`src/rtl/ahb_cmd_master.sv`:
```
// rtl/ahb_cmd_master.sv - single-outstanding AHB-Lite master for a valid/ready command stream
//
// Turns each accepted command into one NONSEQ/SINGLE AHB-Lite transfer and returns one
// response per command. A command that is illegal (HSIZE above word, or an address
// misaligned for its size) never reaches the bus and is answered with an error.
//
// Parameters
//   AWIDTH   address width, matches the slave HADDR width (>= 2)
//   TIMEOUT  consecutive wait-state cycles in one data phase that set TIMEOUT_ERR (2..65535)
//   TPD      output delay of the surrounding simulation model in ns; this RTL is zero-delay
//
// Ports
//   HCLK, HRESETN                     clock (rising edge), asynchronous active-low reset
//   CMD_VALID/CMD_READY               command handshake
//   CMD_WRITE/ADDR/SIZE/WDATA         command payload, sampled only on accept
//   RSP_VALID/RSP_READY               response handshake, payload held until accepted
//   RSP_RDATA/RSP_ERROR               read data (0 for writes and errors), error flag
//   HSEL/HADDR/HTRANS/HWRITE/HSIZE    AHB address phase
//   HBURST/HMASTLOCK/HPROT            constant SINGLE / unlocked / data, privileged
//   HWDATA                            write data, driven only in the data phase
//   HRDATA/HREADY/HRESP               slave response
//   XFER_CNT                          completed bus transfers (wraps), errored ones included
//   TIMEOUT_ERR                       sticky wait-state timeout flag

module ahb_cmd_master #(
  parameter int AWIDTH  = 10,
  parameter int TIMEOUT = 256,
  parameter int TPD     = 1
) (
  input  logic              HCLK,
  input  logic              HRESETN,
  input  logic              CMD_VALID,
  output logic              CMD_READY,
  input  logic              CMD_WRITE,
  input  logic [AWIDTH-1:0] CMD_ADDR,
  input  logic [2:0]        CMD_SIZE,
  input  logic [31:0]       CMD_WDATA,
  output logic              RSP_VALID,
  input  logic              RSP_READY,
  output logic [31:0]       RSP_RDATA,
  output logic              RSP_ERROR,
  output logic              HSEL,
  output logic [AWIDTH-1:0] HADDR,
  output logic [1:0]        HTRANS,
  output logic              HWRITE,
  output logic [2:0]        HSIZE,
  output logic [2:0]        HBURST,
  output logic              HMASTLOCK,
  output logic [3:0]        HPROT,
  output logic [31:0]       HWDATA,
  input  logic [31:0]       HRDATA,
  input  logic              HREADY,
  input  logic              HRESP,
  output logic [15:0]       XFER_CNT,
  output logic              TIMEOUT_ERR
);

  if (AWIDTH < 2 || TIMEOUT < 2 || TIMEOUT > 65535 || TPD < 0) begin : g_param_check
    $error("ahb_cmd_master: AWIDTH >= 2, TIMEOUT in 2..65535 and TPD >= 0 required");
  end

  localparam logic [15:0] TIMEOUT_LIM    = 16'(TIMEOUT);
  localparam logic [1:0]  HTRANS_IDLE    = 2'b00;
  localparam logic [1:0]  HTRANS_NONSEQ  = 2'b10;

  typedef enum logic [1:0] {
    S_IDLE = 2'd0,
    S_ADDR = 2'd1,
    S_DATA = 2'd2,
    S_RESP = 2'd3
  } state_t;

  state_t             state_q;
  state_t             state_d;

  logic               cmd_ready_q;
  logic               cmd_write_q;
  logic [AWIDTH-1:0]  cmd_addr_q;
  logic [2:0]         cmd_size_q;
  logic [31:0]        cmd_wdata_q;
  logic [31:0]        rsp_rdata_q;
  logic               rsp_error_q;
  logic [15:0]        xfer_cnt_q;
  logic [15:0]        wait_cnt_q;
  logic               timeout_err_q;

  logic               cmd_accept;
  logic               cmd_illegal;
  logic               data_entry;
  logic               data_done;
  logic               wait_cycle;

  // Size/alignment legality of the command currently offered.
  always_comb begin
    cmd_illegal = 1'b0;
    if (CMD_SIZE > 3'd2) begin
      cmd_illegal = 1'b1;
    end else if (CMD_SIZE == 3'd1 && CMD_ADDR[0]) begin
      cmd_illegal = 1'b1;
    end else if (CMD_SIZE == 3'd2 && CMD_ADDR[1:0] != 2'b00) begin
      cmd_illegal = 1'b1;
    end
  end

  assign cmd_accept = CMD_VALID && cmd_ready_q && (state_q == S_IDLE);
  // ADDR is held while a previous data phase extends, so the data phase starts on HREADY.
  assign data_entry = (state_q == S_ADDR) && HREADY;
  assign data_done  = (state_q == S_DATA) && HREADY;
  // The first cycle of a two-cycle ERROR response is not a wait state.
  assign wait_cycle = (state_q == S_DATA) && !HREADY && !HRESP;

  always_comb begin
    state_d = state_q;
    case (state_q)
      S_IDLE: begin
        if (cmd_accept) begin
          state_d = cmd_illegal ? S_RESP : S_ADDR;
        end
      end
      S_ADDR: begin
        if (HREADY) begin
          state_d = S_DATA;
        end
      end
      S_DATA: begin
        if (HREADY) begin
          state_d = S_RESP;
        end
      end
      S_RESP: begin
        if (RSP_READY) begin
          state_d = S_IDLE;
        end
      end
      default: state_d = S_IDLE;
    endcase
  end

  always_ff @(posedge HCLK or negedge HRESETN) begin
    if (!HRESETN) begin
      state_q <= S_IDLE;
    end else begin
      state_q <= state_d;
    end
  end

  // Registered from the next state: stays low for the first edge after reset and
  // drops on the accept edge itself, so a second command cannot slip in.
  always_ff @(posedge HCLK or negedge HRESETN) begin
    if (!HRESETN) begin
      cmd_ready_q <= 1'b0;
    end else begin
      cmd_ready_q <= (state_d == S_IDLE);
    end
  end

  always_ff @(posedge HCLK or negedge HRESETN) begin
    if (!HRESETN) begin
      cmd_write_q <= 1'b0;
      cmd_addr_q  <= '0;
      cmd_size_q  <= 3'd0;
      cmd_wdata_q <= 32'd0;
    end else if (cmd_accept) begin
      cmd_write_q <= CMD_WRITE;
      cmd_addr_q  <= CMD_ADDR;
      cmd_size_q  <= CMD_SIZE;
      cmd_wdata_q <= CMD_WDATA;
    end
  end

  always_ff @(posedge HCLK or negedge HRESETN) begin
    if (!HRESETN) begin
      rsp_rdata_q <= 32'd0;
      rsp_error_q <= 1'b0;
    end else if (cmd_accept && cmd_illegal) begin
      rsp_rdata_q <= 32'd0;
      rsp_error_q <= 1'b1;
    end else if (data_done) begin
      rsp_rdata_q <= (cmd_write_q || HRESP) ? 32'd0 : HRDATA;
      rsp_error_q <= HRESP;
    end
  end

  always_ff @(posedge HCLK or negedge HRESETN) begin
    if (!HRESETN) begin
      xfer_cnt_q <= 16'd0;
    end else if (data_done) begin
      xfer_cnt_q <= xfer_cnt_q + 16'd1;
    end
  end

  // The counter saturates at the limit so a very long stall cannot wrap it back.
  always_ff @(posedge HCLK or negedge HRESETN) begin
    if (!HRESETN) begin
      wait_cnt_q    <= 16'd0;
      timeout_err_q <= 1'b0;
    end else begin
      if (data_entry) begin
        wait_cnt_q <= 16'd0;
      end else if (wait_cycle && wait_cnt_q != TIMEOUT_LIM) begin
        wait_cnt_q <= wait_cnt_q + 16'd1;
      end
      if (wait_cycle && wait_cnt_q == TIMEOUT_LIM - 16'd1) begin
        timeout_err_q <= 1'b1;
      end
    end
  end

  assign CMD_READY   = cmd_ready_q;
  assign RSP_VALID   = (state_q == S_RESP);
  assign RSP_RDATA   = rsp_rdata_q;
  assign RSP_ERROR   = rsp_error_q;

  assign HSEL        = (state_q == S_ADDR);
  assign HTRANS      = (state_q == S_ADDR) ? HTRANS_NONSEQ : HTRANS_IDLE;
  assign HADDR       = cmd_addr_q;
  assign HWRITE      = cmd_write_q;
  assign HSIZE       = cmd_size_q;
  assign HWDATA      = ((state_q == S_DATA) && cmd_write_q) ? cmd_wdata_q : 32'd0;
  assign HBURST      = 3'b000;
  assign HMASTLOCK   = 1'b0;
  assign HPROT       = 4'b0011;

  assign XFER_CNT    = xfer_cnt_q;
  assign TIMEOUT_ERR = timeout_err_q;

endmodule
```
`config.mk`:
```
export PLATFORM = sky130hd
export DESIGN_NAME = ahb_cmd_master
export DESIGN_NICKNAME = d
export VERILOG_FILES = /design/src/rtl/ahb_cmd_master.sv
export SDC_FILE = /design/constraint.sdc
export NUM_CORES = 1
export LEC_CHECK = 0
export ABC_CLOCK_PERIOD_IN_PS = 2700
export BUFFER_PORTS_ARGS = -buffer_cell sky130_fd_sc_hd__clkbuf_2
export CORE_MARGIN = 4
export CORE_UTILIZATION = 45
export CTS_CLUSTER_SIZE = 14
export DETAILED_ROUTE_END_ITERATION = 10
export PLACE_DENSITY = 0.74
export SLEW_MARGIN = 0
export SYNTH_ARGS = -nofsm -noshare
export SYNTH_HDL_FRONTEND = slang
export SYNTH_SLANG_ARGS = --single-unit
```
`constraint.sdc`:
```
create_clock -name HCLK -period 2.7 [get_ports HCLK]
set_clock_uncertainty 0.05 [all_clocks]
set_input_delay 0.54 -clock HCLK [delete_from_list [all_inputs] [get_ports HCLK]]
set_output_delay 0.54 -clock HCLK [all_outputs]
set_load 0.05 [all_outputs]
```
---- After elaboration in Yosys (flattened, before gate mapping) ----
Cells that the tools add are included.
word-level totals
  register bits ........................... 115
  input bits .............................. 84
  word-level logic and storage cells ...... 59
operators by class
  $add $sub $neg .......................... 2
  order comparisons ....................... 1
  eq/ne operators ......................... 7
  muxes and demuxes ....................... 18
  reduce and logical (&&, ||, !) cells .... 20
operators with widths
  cell                   number
  $mux 32                4
  $add 16x1->16 const B  2
  $mux 16                2
  $eq 16x8->1 const B    1
  $ne 16x9->1 const B    1
  $logic_and 1x1->1      12
  $mux 2                 6
  $pmux 2 s4             1
  $reduce_bool 2->1      3
  $mux 1                 5
  $eq 2x2->1 const B     2
  $logic_not 2->1        2
  $eq 3x1->1 const B     1
  $eq 3x2->1 const B     1
  $gt 3x2->1 const B     1
  $eq 2x1->1 const B     1
  $logic_not 1->1        2
  $logic_or 1x1->1       1

---- Depth between registers and ports, before layout ----
  word-level depth ........................ 9
  gate-level depth with buffers ........... 7
  mapped depth without buffers ............ 6

---- Worst setup path after synthesis ----
No wires, ideal clock.
  path type ............................... register to output
  start ................................... register state_q[0]
  end ..................................... output port HTRANS[1]
  arrival ................................. 1.774 ns
  required time ........................... 2.110 ns
  path slack .............................. 0.336 ns
  stages on the path, launching flop included .. 4
  path buffers ............................ 2
  cells stage by stage .................... dfrtp_1 > clkbuf_1 > nor2b_1 > buf_4
between the ends
  cells in the longest elaborated chain, start to end .. 2
RTL lines
  what                      RTL line  RTL
  start: declaration        73        state_t state_q;
  start signal: assignment  143       state_q <= state_d;
  $eq 2x1->1                -
  via HSEL                  42        output logic HSEL,
  $mux 2                    215       assign HTRANS = (state_q == S_ADDR) ? HTRANS_NONSEQ : HTRANS_IDLE;
  end: declaration          44        output logic [1:0] HTRANS,
The timed path passes the listed nets, and every way through them passes these cells.

---- Worst setup path in the final report ----
  start ................................... register state_q[0]
  end ..................................... output port HWDATA[28]
between the ends
  cells in the longest elaborated chain, start to end .. 3
RTL lines
  what               RTL line  RTL
  $eq 2x2->1         219       assign HWDATA = ((state_q == S_DATA) && cmd_write_q) ? cmd_wdata_q : 32'd0;
  $logic_and 1x1->1  219
  $mux 32            219
  end: declaration   50        output logic [31:0] HWDATA,
Every way passes these cells.

==> reports/qor.log <==
[drt] Initial DRC Count 213
[clocking] clock edge transition at the registers on the reported setup and hold paths 60 ps
[critical_path] cell family with most CP delay buffers and inverters
[critical_path] worst reg-to-reg setup slack 600 ps
[grt] first-pass GRT wire length 20,520 um
[placement] Routability Congestion 0.8582
[yosys] number of synthesized flops with an enable pin 0
[yosys] leading cell types by total area after synthesis sky130_fd_sc_hd__dfrtp_1 57%, sky130_fd_sc_hd__mux2_2 11%, sky130_fd_sc_hd__a22oi_1 4.7%, sky130_fd_sc_hd__and2_1 4.2%, sky130_fd_sc_hd__nor2_1 2.9%
[clocking] clock root buffer sky130_fd_sc_hd__clkbuf_16
[grt] maximum number of pins on one net before global-route repair 49
[critical_path] critical path arrival 1900 ps
[floorplanning] row count 38
[power] Power Density 1300 mW/mm2
[critical_path] longest individual stage delay on the worst path 510 ps
[yosys] synthesis-stage register bit count 115
[timing] number of hold-slack violations in the final timing report 0
[floorplanning] num ports 193
[power] IR Drop Worst-Case VDD 0.0008519 V
[power] post-layout total power 0.008696 W
[timing] Final Setup Violations 0
[critical_path] worst flop-to-flop path endpoint wait_cnt_q[13]
[timing] remaining max-slew budget at the tightest pin 51.40%
[job] max-cap check violation count 0
[yosys] sequential cell area fraction in the yosys report 56.54%
[yosys] most common cell in the netlist sky130_fd_sc_hd__dfrtp_1
[yosys] synthesized netlist cell count 438
[timing] setup repair after global routing missed its margin false
[yosys] Netlist Area Pre-Place 0.005090 mm2
[critical_path] startpoint of the worst-slack reg-to-reg timing path state_q[0]
[layout] ratio of cells with drive above 1 in the final layout 43.51%
[critical_path] ordered list of cells on the worst path and3b_1 -> buf_4 -> and2_1 -> clkbuf_2
[floorplanning] horizontal extent of the die 114.4 um
[floorplanning] Starting Density 46.54%
[critical_path] crit start category flop
[clocking] post-cts gate resize count 0
[clocking] number of hold buffers added after cts 0
[yosys] main flop type after synthesis sky130_fd_sc_hd__dfrtp_1
[drt] average routed wire per standard cell 16.20 um
[critical_path] Setup Crit Path Kind flop to output port
[critical_path] logic depth of the worst register-to-register path 4
[drt] post-route antenna net violation count 0
[yosys] Commonest cells post-synth 115 x sky130_fd_sc_hd__dfrtp_1, 48 x sky130_fd_sc_hd__mux2_2, 40 x sky130_fd_sc_hd__nor2_1
[critical_path] Worst Setup End Kind output port
[timing] Min Clock Period, post-route 2493 ps
[clocking] count of clock tree sinks 115
[grt] number of global-route vias before repair 4,108
[drt] 1st-pass router iterations 6
[floorplanning] die extent in y 114.4 um
[floorplanning] Die ar. 0.01308 mm2
[drt] routed wire length 12,510 um
[drt] via count 3,979
[critical_path] cell type of the slowest stage on the worst timing path sky130_fd_sc_hd__dfrtp_1
[timing] pins over their slew limit 0
[clocking] maximum buffer depth of the clock tree 2
[grt] combined global-route utilization of all metal layers 19.95%
[yosys] proportion of synthesized flip-flops having asynchronous set or reset 100.0%
[drt] Avg Vias per Cell 5.154
[yosys] post-synth top area cell sky130_fd_sc_hd__dfrtp_1
[timing] achievable frequency 401.1 MHz
[placement] estimated wirelength of the detail-placed design 9067 um
[run_status] run status finished clean
[drt] DRC Markers 0
[clocking] later-pin clock latency in the skew report 400 ps
[grt] antenna violations before repair 1
[yosys] post-synth top area share 56.54%
[layout] fill cell instance count of the final layout 916
[timing] pin slew with the least headroom to its limit 722.3 ps
[critical_path] buffering stage count on the worst path with inverters included 2
[clocking] CTS tree built
[placement] input/output buffers 183
[clocking] H-tree depth 4
[worst_hold_path] type of the tightest min-delay check input port to asynchronous set/reset pin
[timing] fin worst setup slack 206.7 ps
[yosys] syn avg cell area 11.62 um2
[layout] Synth-to-Final Area Change 31.47%
[grt] total congestion overflow 0
[critical_path] top fanout value on the critical path 32
[power] leakage power total 3.426 nW
[layout] Final Net Count 706
[floorplanning] placeable core region 0.01094 mm2
[timing] Final period util 92.35%
[layout] number of antenna cells inserted 0
[critical_path] Worst EP required 2110 ps
[yosys] Yosys warning total 0
[timing] sum of negative setup slack 0 ps
[clocking] cts bufs inserted 17
[clocking] post-CTS setup repair buffer count 0
[yosys] post-synth cell types 41
[placement] pre-CTS setup slack 551.9 ps
## logic make-up after synthesis
family                   Yosys count  synth area share [%]
other                              2                0.1475
AND/OR/NAND/NOR                  156                 16.67
AO/OA/AOI/OAI                     50                 7.055
flip-flops                       115                 56.54
adder cells (fa/ha/maj)            3                0.7375
multiplexers                      55                 12.00
XOR/XNOR                          17                 2.925
buffers and inverters             40                 3.933
## area by class of cell
cell class	instances	area, um2	area share (%)
multi-input cells	290	2048	30.61
inverters	4	15.01	0.2244
clock buffers	22	464.2	6.937
well taps	140	175.2	2.618
flip-flops and latches	115	2878	43.01
clock inverters	10	107.6	1.608
repair buffers	191	1003	15.00
## registers in the layout, indices dropped and copies added, names as in the netlist
register	cells
XFER_CNT	16
wait_cnt_q	16
cmd_wdata_q	32
RSP_ERROR	1
HSIZE	3
CMD_READY	1
TIMEOUT_ERR	1
HWRITE	1
HADDR	10
state_q	2
RSP_RDATA	32
## report_power, final
| part | internal, W | switching [W] | total (W) | leakage, nW |
|---|---|---|---|---|
| Sequential | 0.00239 | 0.000443 | 0.00283 | 1.48 |
| Combinational | 0.00105 | 0.00267 | 0.00372 | 1.67 |
| Clock | 0.00140 | 0.000751 | 0.00215 | 0.276 |
| Total | 0.00484 | 0.00386 | 0.00870 | 3.43 |
## through the flow
step	utilization [%]	hold slack, ps	area [um2]	cells
finish	61.19	73.78	6691	772
global route	61.19	120.6	6691	772
CTS	61.19	95.73	6691	772
detailed placement	55.96	416.6	6120	740
global placement	55.96	405.8	6120	740
floorplan	-	194.4	5116	445
## cell usage in the layout (no fill, tap or decap), types with 3 or more instances in the layout
| cell | synthesis | final |
|---|---|---|
| sky130_fd_sc_hd__nand3_1 | 10 | 10 |
| sky130_fd_sc_hd__or4_1 | 3 | 3 |
| sky130_fd_sc_hd__buf_4 | 10 | 7 |
| sky130_fd_sc_hd__and3_1 | 5 | 5 |
| sky130_fd_sc_hd__nor4_1 | 5 | 5 |
| sky130_fd_sc_hd__nand2_1 | 25 | 25 |
| sky130_fd_sc_hd__and4_1 | 3 | 3 |
| sky130_fd_sc_hd__a22oi_1 | 32 | 32 |
| sky130_fd_sc_hd__ha_1 | 3 | 3 |
| sky130_fd_sc_hd__clkbuf_2 | 0 | 182 |
| sky130_fd_sc_hd__clkinvlp_4 | 0 | 3 |
| sky130_fd_sc_hd__clkbuf_1 | 20 | 3 |
| sky130_fd_sc_hd__xnor2_1 | 12 | 12 |
| sky130_fd_sc_hd__inv_1 | 4 | 4 |
| sky130_fd_sc_hd__dfrtp_1 | 115 | 115 |
| sky130_fd_sc_hd__nor3_1 | 5 | 3 |
| sky130_fd_sc_hd__a21oi_1 | 5 | 5 |
| sky130_fd_sc_hd__nor2_1 | 40 | 40 |
| sky130_fd_sc_hd__and2_1 | 34 | 34 |
| sky130_fd_sc_hd__nand3b_1 | 3 | 3 |
| sky130_fd_sc_hd__clkbuf_16 | 0 | 17 |
| sky130_fd_sc_hd__conb_1 | 2 | 9 |
| sky130_fd_sc_hd__xor2_1 | 5 | 5 |
| sky130_fd_sc_hd__o31ai_1 | 5 | 5 |
| sky130_fd_sc_hd__mux2i_1 | 7 | 7 |
| sky130_fd_sc_hd__nand4_1 | 12 | 12 |
| sky130_fd_sc_hd__mux2_2 | 48 | 48 |
| sky130_fd_sc_hd__clkinv_2 | 0 | 5 |
## how the worst max path moves through the flow
| stage | from | endpoint | cells past startpoint |
|---|---|---|---|
| 2_1_floorplan | state_q[0] | HTRANS[1] | 3 |
| 3_3_place_gp | HREADY | wait_cnt_q[13] | 5 |
| 3_5_place_dp | HREADY | wait_cnt_q[13] | 5 |
| 4_1_cts | state_q[0] | HWDATA[17] | 4 |
| 5_1_grt | state_q[0] | HWDATA[28] | 4 |
| 6_report | state_q[0] | HWDATA[28] | 4 |
## per-layer routing
metal	vias to the layer above	GRT usage, %	share of wire, %
met5	-	0	0.064
met1	1917	23.93	40
met2	152	33.76	52
li1	1887	-	-
met4	2	6.968	1.5
met3	21	6.554	6.9
No activity file was read; power rests on OpenSTA's default activity.
